==> src/rtl/tick_pkg.sv <==
// Shared constants and helpers for the tick_chain prescaler family.
package tick_pkg;

  localparam int CLK_HZ           = 500_000_000;
  localparam int BASE_PERIOD_1KHZ = CLK_HZ / 1000;
  localparam int DECADE_RATIO     = 10;

  // Ceiling log2 for tools that lack $clog2; clog2(1) is 0.
  function automatic int clog2(input int value);
    int r;
    int v;
    r = 0;
    v = value - 1;
    while (v > 0) begin
      r++;
      v = v >> 1;
    end
    return r;
  endfunction

endpackage

==> src/rtl/tick_stage.sv <==
// One mod-RATIO divider stage: advances on hit_in, passes hit_out on its wrap.
module tick_stage
  import tick_pkg::*;
#(
  parameter int RATIO = DECADE_RATIO,
  parameter int CW    = clog2(RATIO)
) (
  input  logic          clk,
  input  logic          rst_n,
  input  logic          clr,
  input  logic          hit_in,
  output logic          hit_out,
  output logic [CW-1:0] cnt
);

  logic [CW-1:0] cnt_q;
  logic [CW-1:0] cnt_d;
  logic          wrap;

  always_comb begin
    wrap  = (cnt_q == CW'(RATIO - 1));
    cnt_d = cnt_q;
    if (clr) begin
      cnt_d = '0;
    end else if (hit_in) begin
      cnt_d = wrap ? '0 : cnt_q + 1'b1;
    end
  end

  always_ff @(posedge clk or negedge rst_n) begin
    if (!rst_n) begin
      cnt_q <= '0;
    end else begin
      cnt_q <= cnt_d;
    end
  end

  assign hit_out = hit_in & wrap;
  assign cnt     = cnt_q;

endmodule

==> src/rtl/tick_chain.sv <==
// Base prescaler plus a cascade of mod-RATIO stages producing registered
// tick pulses and toggle-on-tick square waves for every channel.
module tick_chain
  import tick_pkg::*;
#(
  parameter int BASE_PERIOD = 500_000,
  parameter int CHANNELS    = 4,
  parameter int RATIO       = 10,
  parameter int CNT_W       = clog2(BASE_PERIOD + 1)
) (
  input  logic                clk,
  input  logic                rst_n,
  input  logic                en,
  input  logic                clr,
  input  logic                period_load,
  input  logic [CNT_W-1:0]    period_in,
  output logic [CHANNELS-1:0] tick,
  output logic [CHANNELS-1:0] wave
);

  localparam int SCW = clog2(RATIO);

  if (BASE_PERIOD < 1 || CHANNELS < 1 || RATIO < 2) begin : g_param_err
    $error("tick_chain: need BASE_PERIOD>=1, CHANNELS>=1, RATIO>=2");
  end

  logic [CNT_W-1:0]    cnt_q, cnt_d;
  logic [CNT_W-1:0]    period_q, period_d;
  logic [CHANNELS-1:0] tick_q, tick_d;
  logic [CHANNELS-1:0] wave_q, wave_d;
  logic [CHANNELS-1:0] hit;
  logic                hit0;

  // A load or clear restarts the base count, so no hit may escape on that edge.
  assign hit0   = en & ~clr & ~period_load & (cnt_q == period_q - 1'b1);
  assign hit[0] = hit0;

  for (genvar k = 1; k < CHANNELS; k++) begin : g_stage
    logic           h_in;
    logic           h_out;
    logic [SCW-1:0] cnt;

    if (k == 1) begin : g_first
      assign h_in = hit0;
    end else begin : g_next
      assign h_in = g_stage[k-1].h_out;
    end

    tick_stage #(
      .RATIO (RATIO),
      .CW    (SCW)
    ) u_stage (
      .clk     (clk),
      .rst_n   (rst_n),
      .clr     (clr),
      .hit_in  (h_in),
      .hit_out (h_out),
      .cnt     (cnt)
    );

    assign hit[k] = h_out;

    always_comb assert ({1'b0, cnt} < (SCW + 1)'(RATIO));
  end

  always_comb begin
    period_d = period_q;
    cnt_d    = cnt_q;
    if (period_load) begin
      period_d = (period_in == '0) ? CNT_W'(1) : period_in;
    end
    if (clr || period_load) begin
      cnt_d = '0;
    end else if (en) begin
      cnt_d = hit0 ? '0 : cnt_q + 1'b1;
    end
    tick_d = clr ? '0 : hit;
    wave_d = clr ? '0 : (wave_q ^ hit);
  end

  always_ff @(posedge clk or negedge rst_n) begin
    if (!rst_n) begin
      cnt_q    <= '0;
      period_q <= CNT_W'(BASE_PERIOD);
      tick_q   <= '0;
      wave_q   <= '0;
    end else begin
      cnt_q    <= cnt_d;
      period_q <= period_d;
      tick_q   <= tick_d;
      wave_q   <= wave_d;
    end
  end

  assign tick = tick_q;
  assign wave = wave_q;

endmodule

==> config.mk <==
export PLATFORM = sky130hd
export DESIGN_NAME = tick_chain
export DESIGN_NICKNAME = d
export VERILOG_FILES = /design/src/rtl/tick_pkg.sv /design/src/rtl/tick_stage.sv /design/src/rtl/tick_chain.sv
export SDC_FILE = /design/constraint.sdc
export NUM_CORES = 1
export LEC_CHECK = 0
export BUFFER_PORTS_ARGS = -buffer_cell sky130_fd_sc_hd__buf_2
export CORE_UTILIZATION = 45
export DETAILED_ROUTE_END_ITERATION = 10
export PLACE_DENSITY = 0.74
export SLEW_MARGIN = 10
export SYNTH_ARGS = -nofsm -noshare
export SYNTH_HDL_FRONTEND = slang
export SYNTH_SLANG_ARGS = --single-unit
export TNS_END_PERCENT = 50
==> constraint.sdc <==
create_clock -name clk -period 3.5 [get_ports clk]
set_input_delay 0.35 -clock clk [delete_from_list [all_inputs] [get_ports clk]]
set_output_delay 0.35 -clock clk [all_outputs]
set_load 0.01 [all_outputs]
## Yosys cells after proc, flatten, opt, wreduce, memory -nomap -nowiden

Cells that the tools add are included.

- Add/sub/neg operators: 5
- Equality and inequality tests: 4
- Muxes and demuxes: 15
- Bitwise logic cells: 9
- Reduce and logical (&&, ||, !) cells: 6

Operator list:

| kind | number |
|---|---|
| $mux W19 | 4 |
| $mux W4 | 11 |
| $add A19 B1 Y19 const B | 1 |
| $eq A19 B19 Y1 | 1 |
| $logic_not A19 Y1 | 1 |
| $sub A19 B1 Y19 const B | 1 |
| $add A4 B1 Y4 const B | 3 |
| $eq A4 B4 Y1 const B | 3 |
| $reduce_bool A2 Y1 | 4 |
| $and A1 B1 Y1 | 6 |
| $xor A4 B4 Y4 | 1 |
| $not A1 Y1 | 2 |
| $logic_or A1 B1 Y1 | 1 |

- Flip-flop bits (word level): 58
- Input port bits: 24
- Output and inout port bits: 8
- Word-level logic and storage cells: 46

## Depth between registers and ports, before layout

Gate-level depths: netlist (run 1).

- Depth after elaboration: 9
- Depth in mapped cells: 11

## By module

Synthesis (run 1) repeated with hierarchy kept, for this count alone.

- Cell total of the unflattened synthesis: 405
- Area, all modules: 3,824.9 µm²

Modules (own cells, without submodules):

| module | instances | cells each | area each (µm²) | seq. area each (µm²) |
|---|---|---|---|---|
| tick_chain | 1 | 327 | 3,100.5 | 1,159.9 |
| tick_stage | 3 | 26 | 241.5 | 100.1 |

## Worst setup path before layout (run 1)

OpenSTA, ideal clock, no wires.

- Path kind: register -> register
- Start point: register period_q[0]
- End point: register wave_q[3] (netlist: wave[3])
- Arrival time: 2.820 ns
- Required time: 3.380 ns
- Slack: 0.559 ns
- Cell stages (with the launch flop): 12
- Path buffers: 1
- Clock period less this slack: 2.941 ns
- Path through: dfrtp_1 > inv_1 > ha_1 > or4b_1 > nor4_1 > a21oi_1 > and3b_1 > nor4b_2 > and4_1 > buf_4 > a21oi_1 > a31o_2

- Word-level cells in the longest chain between the ends: 8

Ends and longest elaborated chain:

| element | line | RTL |
|---|---|---|
| start, declared | tick_chain.sv:28 | `logic [CNT_W-1:0] period_q, period_d;` |
| start signal, assigned | tick_chain.sv:84 | `period_q <= CNT_W'(BASE_PERIOD);` |
| start signal, assigned | tick_chain.sv:89 | `period_q <= period_d;` |
| $sub A19 B1 Y19 | tick_chain.sv:35 | `assign hit0 = en & ~clr & ~period_load & (cnt_q == period_q - 1'b1);` |
| $eq A19 B19 Y1 | tick_chain.sv:35 |  |
| $and A1 B1 Y1 | tick_chain.sv:35 |  |
| $and A1 B1 Y1 (3 in a row) | tick_stage.sv:38 | `assign hit_out = hit_in & wrap;` |
| $xor A4 B4 Y4 | tick_chain.sv:78 | `wave_d = clr ? '0 : (wave_q ^ hit);` |
| $mux W4 | tick_chain.sv:78 |  |
| named net wave_d[3] | tick_chain.sv:30 | `logic [CHANNELS-1:0] wave_q, wave_d;` |
| end signal, assigned | tick_chain.sv:91 | `wave_q <= wave_d;` |
| end, declared | tick_chain.sv:30 |  |

The timed path passes the listed nets, and every way through them passes these cells.
A chain may end at the register's enable or synchronous reset.

## Worst setup path in the final report (run 1)

- Start point: register period_q[0]
- End point: register cnt_q[16]

- Word-level cells in the longest chain between the ends: 6

Ends and longest elaborated chain:

| element | line | RTL |
|---|---|---|
| $sub A19 B1 Y19 | tick_chain.sv:35 |  |
| $eq A19 B19 Y1 | tick_chain.sv:35 |  |
| $and A1 B1 Y1 | tick_chain.sv:35 |  |
| $mux W19 | tick_chain.sv:75 | `cnt_d = hit0 ? '0 : cnt_q + 1'b1;` |
| $mux W19 | tick_chain.sv:74 | `end else if (en) begin` |
| $mux W19 | tick_chain.sv:72 | `if (clr \|\| period_load) begin` |
| end signal, assigned | tick_chain.sv:88 | `cnt_q <= cnt_d;` |
| end, declared | tick_chain.sv:27 | `logic [CNT_W-1:0] cnt_q, cnt_d;` |

Every way passes these cells. The select of a mux whose other input is x is not followed.

==> results.md, run 1 <==
* Status: complete, no violations
* Sequential area share after synthesis at between 40% and 50%
* DRT Pass-1 Iters at 5
* Clk_skew at approximately 0.0083 ns
* Total Wirelength at about 8.1 mm
* Final ANT Viol Nets at 0
* Inserted Clock Buffers at 9
* Number of buffers added on ports at 31
* Post-synth EDFFs at 0
* RSZ-0062 raised after global routing: false
* Post-Syn Area at 0.00357 mm²
* Peak VDD IR at between 0.2 and 0.3 mV
* Layout Cells excl Fill at between 500 and 600
* Hold-fix buffers, CTS at 0
* Total GRT Usage at 21.7%
* Grt total ovfl at 0
* Slew @ Worst Pin at ~1.0 ns
* CP startpoint kind: flip-flop
* Vias in the first global route at approximately 3k
* Worst R2R Path Depth at 12
* Gpl congestion at roughly 0.87
* First-pass GRT wire length at between 10 and 15 mm
* Layout cells sized above 1 at about a quarter
* H-Tree Level Count at 3
* 1st-iter DRT viols at 213
* Leak at ~1.7 nW
* Share of the synthesized area in the top cell type at approximately 36%
* Min Tclk post-route at around 3.2 ns
* Most common cell on crit path: buf_4
* Highest clock rate at slightly above 0.3 GHz
* Critical path capture point: cnt_q[16]$_DFFE_PN0P_
* Hold Crit Class: in -> async
* Clock Tree Buf Depth at 2
* Max cap viols at 0
* Warnings from Yosys at 0
* Max-slew violations at 0
* Syn Area/Cell at roughly 9.5 µm²
* Reg clk slew, reported paths at 0.07 ns
* Num Clock Sinks at 58
* Gate Count Post-Synth at ~380
* Clock latency on the worst-skew pair at roughly 0.34 ns
* CP required at approximately 3.7 ns
* RR Startpoint: period_q[0]$_DFFE_PN0P_
* Yosys top cell by area: dfrtp_1
* CTS tree: built
* Reg2Reg Setup Slack at roughly 0.26 ns
* Largest net degree at the start of global routing at 47
* Crit Path Category: reg -> reg
* Inserted Diodes at 0
* Worst r2r dst: cnt_q[16]$_DFFE_PN0P_
* Worst setup EP type: flip-flop
* Power Total at around 1.6 mW
* Worst setup path start: period_q[0]$_DFFE_PN0P_
* Top FF cell, synth: dfrtp_1
* Root buffer cell: clkbuf_8
* Endpoints failing setup at 0
* Syn Nets at 410
* Worst Path Max Fanout at 25
* Asr flop ratio synth at 100%
* Synth unique cells at 63
* Post-route cell area at 0.00409 mm²
* Cell Count Post-Placement at approximately 500
* Top-count cell post-synth: dfrtp_1
* Row count at 32
* Arrival time worst endpoint at about 3.5 ns
* Top post-synthesis cells by area: dfrtp_1, dfstp_2, mux2_2, nand2_1, nand3_1
* Wirelength per Cell at around 16 µm
* Chip Width at slightly above 90 µm
* FILL cells at slightly above 700
* Die Y-Extent at ~91 µm
* Synthesized flop and latch total at 58
* Nets at between 400 and 500
* I/O pin total at 32
* Via count of the routed design at between 2k and 3k
* Critical path's largest stage delay at between 0.5 and 0.6 ns
* Placed Area at 0.00386 mm²
* Die area at roughly 0.0083 mm²
* Commonest cells post-synth: dfrtp_1, nand2_1, nand3_1
* Post-detail-place hpwl at 5.96 mm
* Antenna violations before repair at 0
* Initial Utilization at a little under half
* Final setup TNS at 0 ns
* Core Region at 0.00769 mm²
* Area grow syn2layout at 14.5%
* Fin. Hold Viols at 0
* Worst-path cell chain: inv_1 -> ha_1 -> or4b_1 -> nor4_2 -> buf_4 -> a21oi_1 -> and3b_1 -> nor4b_4 -> a21boi_2 -> buf_4 -> and3_1 -> a221o_1
* DR vias/cell at 5.74
* DRC at 0
* CP max stage cell: or4b_1
* Power Dens Cells at roughly 390 mW/mm²
* Tcrit/Tclk final at 92.6%
* Rel. slew slack at a little under a third
-- worst min path at each step --
stage,endpoint,startpoint,cells after the start
after floorplan,cnt_q[0]$_DFFE_PN0P_,rst_n,0
after global placement,wave[1]$_DFF_PN0_,wave[1]$_DFF_PN0_,1
after detailed placement,wave[1]$_DFF_PN0_,wave[1]$_DFF_PN0_,1
after CTS,wave[1]$_DFF_PN0_,rst_n,1
after global routing,period_q[3]$_DFFE_PN0P_,period_in[3],2
final,tick[2]$_DFF_PN0_,rst_n,1
-- state kept, by name, indices dropped and copies added, names as in the netlist --
| name | count |
|---|---|
| tick | 4 |
| g_stage.u_stage.cnt | 12 |
| cnt_q | 19 |
| wave | 4 |
| period_q | 19 |
-- timing repair --
| action | in CTS | in global routing |
|---|---|---|
| gates resized for setup | 0 | 2 |
| setup endpoints to repair | 0 | 3 |
| buffers inserted | 0 | 0 |
-- routing by layer --
| metal | vias up | global-route usage (%) | share of wire (%) |
|---|---|---|---|
| met5 | - | 0 | 0 |
| met4 | 0 | 7.14 | 1.1 |
| met3 | 9 | 6.95 | 4.6 |
| met2 | 70 | 33.6 | 46 |
| met1 | 1449 | 28.7 | 48 |
| li1 | 1453 | - | - |
-- cells by family (layout without fill, tap and decap cells) --
group / count (synthesis) / count (layout) / share of synthesized area [%]
and+or+nand+nor: 169 / 169 / 27.4
AOI/OAI and AO/OA: 62 / 62 / 12.0
DFF: 58 / 58 / 40.9
buffers and inverters: 35 / 74 / 4.24
muxes: 25 / 25 / 7.56
xor gates and xnor gates: 21 / 21 / 5.15
adders and majority gates: 8 / 8 / 2.80
-- power by group --
group,internal [mW],total [mW],switching [mW]
Sequential,0.699,0.732,0.0324
Clock,0.418,0.688,0.271
Combinational,0.0781,0.175,0.0971
Total,1.20,1.60,0.400
-- stage by stage --
step / util, % / setup WS (ns) / hold slack (ns)
finish: 53.2 / 0.259 / 0.176
detailed placement: 50.2 / 0.232 / 0.477
CTS: 53.0 / 0.214 / 0.210
global route: 53.2 / 0.00291 / 0.232
global placement: 50.2 / 0.371 / 0.457
floorplan: - / 0.559 / 0.0544
-- layout by cell type, fill, tap and decap left out, drive strengths merged, types with 8 or more instances in the layout --
cell type / instances
a21oi: 13
and3: 10
buf: 43
clkbuf: 11
dfrtp: 51
ha: 8
inv: 15
mux2: 16
mux2i: 9
nand2: 37
nand2b: 10
nand3: 26
nor2: 19
nor3: 10
nor4: 12
o21ai: 14
o311ai: 9
xnor2: 13
xor2: 8
-- cell type report --
class                   instances  area [µm²]  share of cell area, %
multi-input cells             285        1980                   48.5
flip-flops and latches         58        1460                   35.7
repair buffers                 43         245                   6.00
clock buffers                  11         141                   3.46
well taps                     102         128                   3.12
clock inverters                 5        77.6                   1.90
inverters                      15        56.3                   1.38
-- critical path: cells and delay by family (launching register included) --
kind / cells / cell delay, ns
buf+inv: 3 / 0.50
flops: 1 / 0.43
compound gates: 3 / 0.46
simple gates: 5 / 1.53
fa+ha+maj: 1 / 0.21
Power figures use the tool's default switching activity.
==> inputs of run 2 (changes only) <==
- clock period: 3.5 -> 4.2 ns (I/O delays scaled with it)
==> run 2 against run 1 <==
Net effect: sequential power shrank 16%; combinational power shrank 23%; largest power group unchanged; global-route usage shrank 0.73 points; highest routed layer unchanged; sequential share of layout area grew 0.80 points.
==> results.md, run 2 (synthesis results as in run 1) <==
* Chip Width at 91.1 µm (unchanged)
* Inserted Diodes at 0 (unchanged)
* H-Tree Level Count at 3 (unchanged)
* Cell-internal power at 0.945 mW (-21%)
* Endpoints failing setup at 0 (unchanged)
* CTS tree: built
* Area of the multi-input gates at 0.00197 mm² (-0.76%)
* Rel. slew slack at 51.4% (+20 points)
* Number of buffers added on ports at 31 (unchanged)
* Die area at 0.00830 mm² (unchanged)
* Crit Path Category: reg -> reg
* Gr busiest metal: met2
* Grt total ovfl at 0 (unchanged)
* Total Wirelength at 8.03 mm (-0.42%)
* Final setup TNS at 0 ns (unchanged)
* Setup Fix Bufs, Post-CTS at 0 (unchanged)
* Initial Utilization at 46.5% (unchanged)
* Clk_skew at 0.00619 ns (-0.00216 ns)
* DRC at 0 (unchanged)
* Nets at 436 (-1.8%)
* Worst setup EP type: flip-flop
* Power Dens Cells at 321 mW/mm² (-18%)
* DRT Pass-1 Iters at 5 (unchanged)
* Gpl congestion at 0.815 (-6.4%)
* Max-slew violations at 0 (unchanged)
* CP required at 4.43 ns (+0.71 ns)
* Met3 Resource Use GR at 5.78% (-1.2 points)
* Fin. Hold Viols at 0 (unchanged)
* FILL cells at 728 (+1.8%)
* Peak VDD IR at 0.232 mV (-21%)
* Worst r2r dst: cnt_q[16]$_DFFE_PN0P_
* First-pass GRT wire length at 13.8 mm (-1.8%)
* Switch share at 26.3% (+1.2 points)
* Tcrit/Tclk final at 81.5% (-11 points)
* Commonest non-fill, non-tap cell in the layout: dfrtp_1
* Worst Path Max Fanout at 25 (unchanged)
* RR Startpoint: period_q[0]$_DFFE_PN0P_
* Area grow syn2layout at 11.9%
* Reg2Reg Setup Slack at 0.78 ns (+0.52 ns)
* Post-route cell area at 0.00400 mm² (-2.2%)
* Met2 GRT Util at 33.3% (-0.25 points)
* Num Clock Sinks at 58 (unchanged)
* CP startpoint kind: flip-flop
* Gate power share at 10.5% (-0.5 points)
* Arrival time worst endpoint at 3.65 ns (+0.18 ns)
* Layout cells sized above 1 at 22.0% (-1.5 points)
* DR vias/cell at 5.92 (+3.0%)
* Most frequent cells in the layout: dfrtp_1, nand2_1, buf_2
* Inserted Clock Buffers at 9 (unchanged)
* Total GRT Usage at 20.9% (-0.73 points)
* FF+latch area at 0.00146 mm² (unchanged)
* Cts repair resizes at 0 (unchanged)
* Min Tclk post-route at 3.42 ns (+0.180 ns)
* Clock Tree Buf Depth at 2 (unchanged)
* Power Total at 1.28 mW (-20%)
* Wirelength per Cell at 15.7 µm (+1.1%)
* Hold-fix buffers, CTS at 0 (unchanged)
* Met1 GRT Util at 27.5% (-1.1 points)
* NetSw at 0.338 mW (-16%)
* Core Region at 0.00769 mm² (unchanged)
* Final core utilization at 52.0% (-1.2 points)
* Placed Area at 0.00380 mm² (-1.6%)
* Register share of total power at 47.9% (+2.0 points)
* Max cap viols at 0 (unchanged)
* Root buffer cell: clkbuf_8
* RSZ-0062 raised after global routing: false
* Antenna violations before repair at 0 (unchanged)
* Vias in the first global route at 2931 (-1.0%)
* Clock Power Share at 41.7% (-1.5 points)
* Reg clk slew, reported paths at 0.07 ns (about the same)
* Slew @ Worst Pin at 0.728 ns (-0.305 ns)
* Final ANT Viol Nets at 0 (unchanged)
* Via count of the routed design at 3023 (+1.4%)
* Hold Crit Class: in -> async
* Setup ws final at 0.779 ns (+0.520 ns)
* 1st-iter DRT viols at 236 (+11%)
* Status: complete, no violations
* Largest net degree at the start of global routing at 59 (+26%)
* Die Y-Extent at 91.1 µm (unchanged)
* I/O pin total at 32 (unchanged)
* Setup WS pre-CTS at 0.838 ns (+0.606 ns)
* Highest clock rate at 0.292 GHz (-5.3%)
* Worst R2R Path Depth at 11 (-1)
* Row count at 32 (unchanged)
* Post-detail-place hpwl at 5.77 mm (-3.3%)
* Clock latency on the worst-skew pair at 0.35 ns (about the same)
* Leak at 1.68 nW (-3.0%)
## run 2: cell types whose count changed in the layout (fill, tap and decap cells not counted), sizes merged
cell	change
buf	-8
bufinv	-1
clkinv	+1
## run 2: worst max path at each step
stage	startpoint	endpoint	slack [ns]
after floorplan	period_q[0]$_DFFE_PN0P_	wave[3]$_DFF_PN0_	1.26
after global placement	period_q[0]$_DFFE_PN0P_	cnt_q[18]$_DFFE_PN0P_	0.95
after detailed placement	period_q[0]$_DFFE_PN0P_	cnt_q[18]$_DFFE_PN0P_	0.84
after CTS	period_q[0]$_DFFE_PN0P_	cnt_q[18]$_DFFE_PN0P_	0.81
after global routing	period_q[0]$_DFFE_PN0P_	cnt_q[14]$_DFFE_PN0P_	0.50
final	period_q[0]$_DFFE_PN0P_	cnt_q[16]$_DFFE_PN0P_	0.78
## run 2: per-layer routing
metal | wire length [µm] | vias up
met2 | 3760 | 94
li1 | - | 1437
met5 | 0 | -
met3 | 471 | 21
met4 | 168 | 0
met1 | 3630 | 1471
## run 2: power groups by stage
stage	clock (mW)	sequential (mW)	combinational [mW]
final	0.535	0.614	0.134
after global routing	0.565	0.617	0.150
after CTS	0.542	0.613	0.135
after detailed placement	0	0.623	0.134
after global placement	0	0.622	0.131
after floorplan	0	0.610	0.0983
## run 2: area by class of cell
| type | instances | share of cell area (%) |
|---|---|---|
| sequential | 58 | 36.5 |
| inverter | 15 | 1.41 |
| tap | 102 | 3.19 |
| clock buffer | 11 | 3.78 |
| multi-input combinational | 285 | 49.2 |
| timing repair buffer | 35 | 4.63 |
| clock inverter | 5 | 1.31 |
## run 2: metrics by stage
step | hold slack, ns | std cells
2_1_floorplan | 0.124 | 378
3_3_place_gp | 0.459 | 495
3_5_place_dp | 0.477 | 495
4_1_cts | 0.233 | 511
5_1_grt | 0.266 | 511
6_report | 0.199 | 511
## run 2: critical path, stage by stage, from the launching register on
cell,delay (ns)
dfrtp_1,0.44
inv_1,0.09
ha_1,0.20
or4b_1,0.52
nor4_1,0.53
a21oi_1,0.15
and3b_1,0.24
nor4b_2,0.35
a21boi_2,0.10
buf_4,0.23
and3_1,0.19
a221o_1,0.25
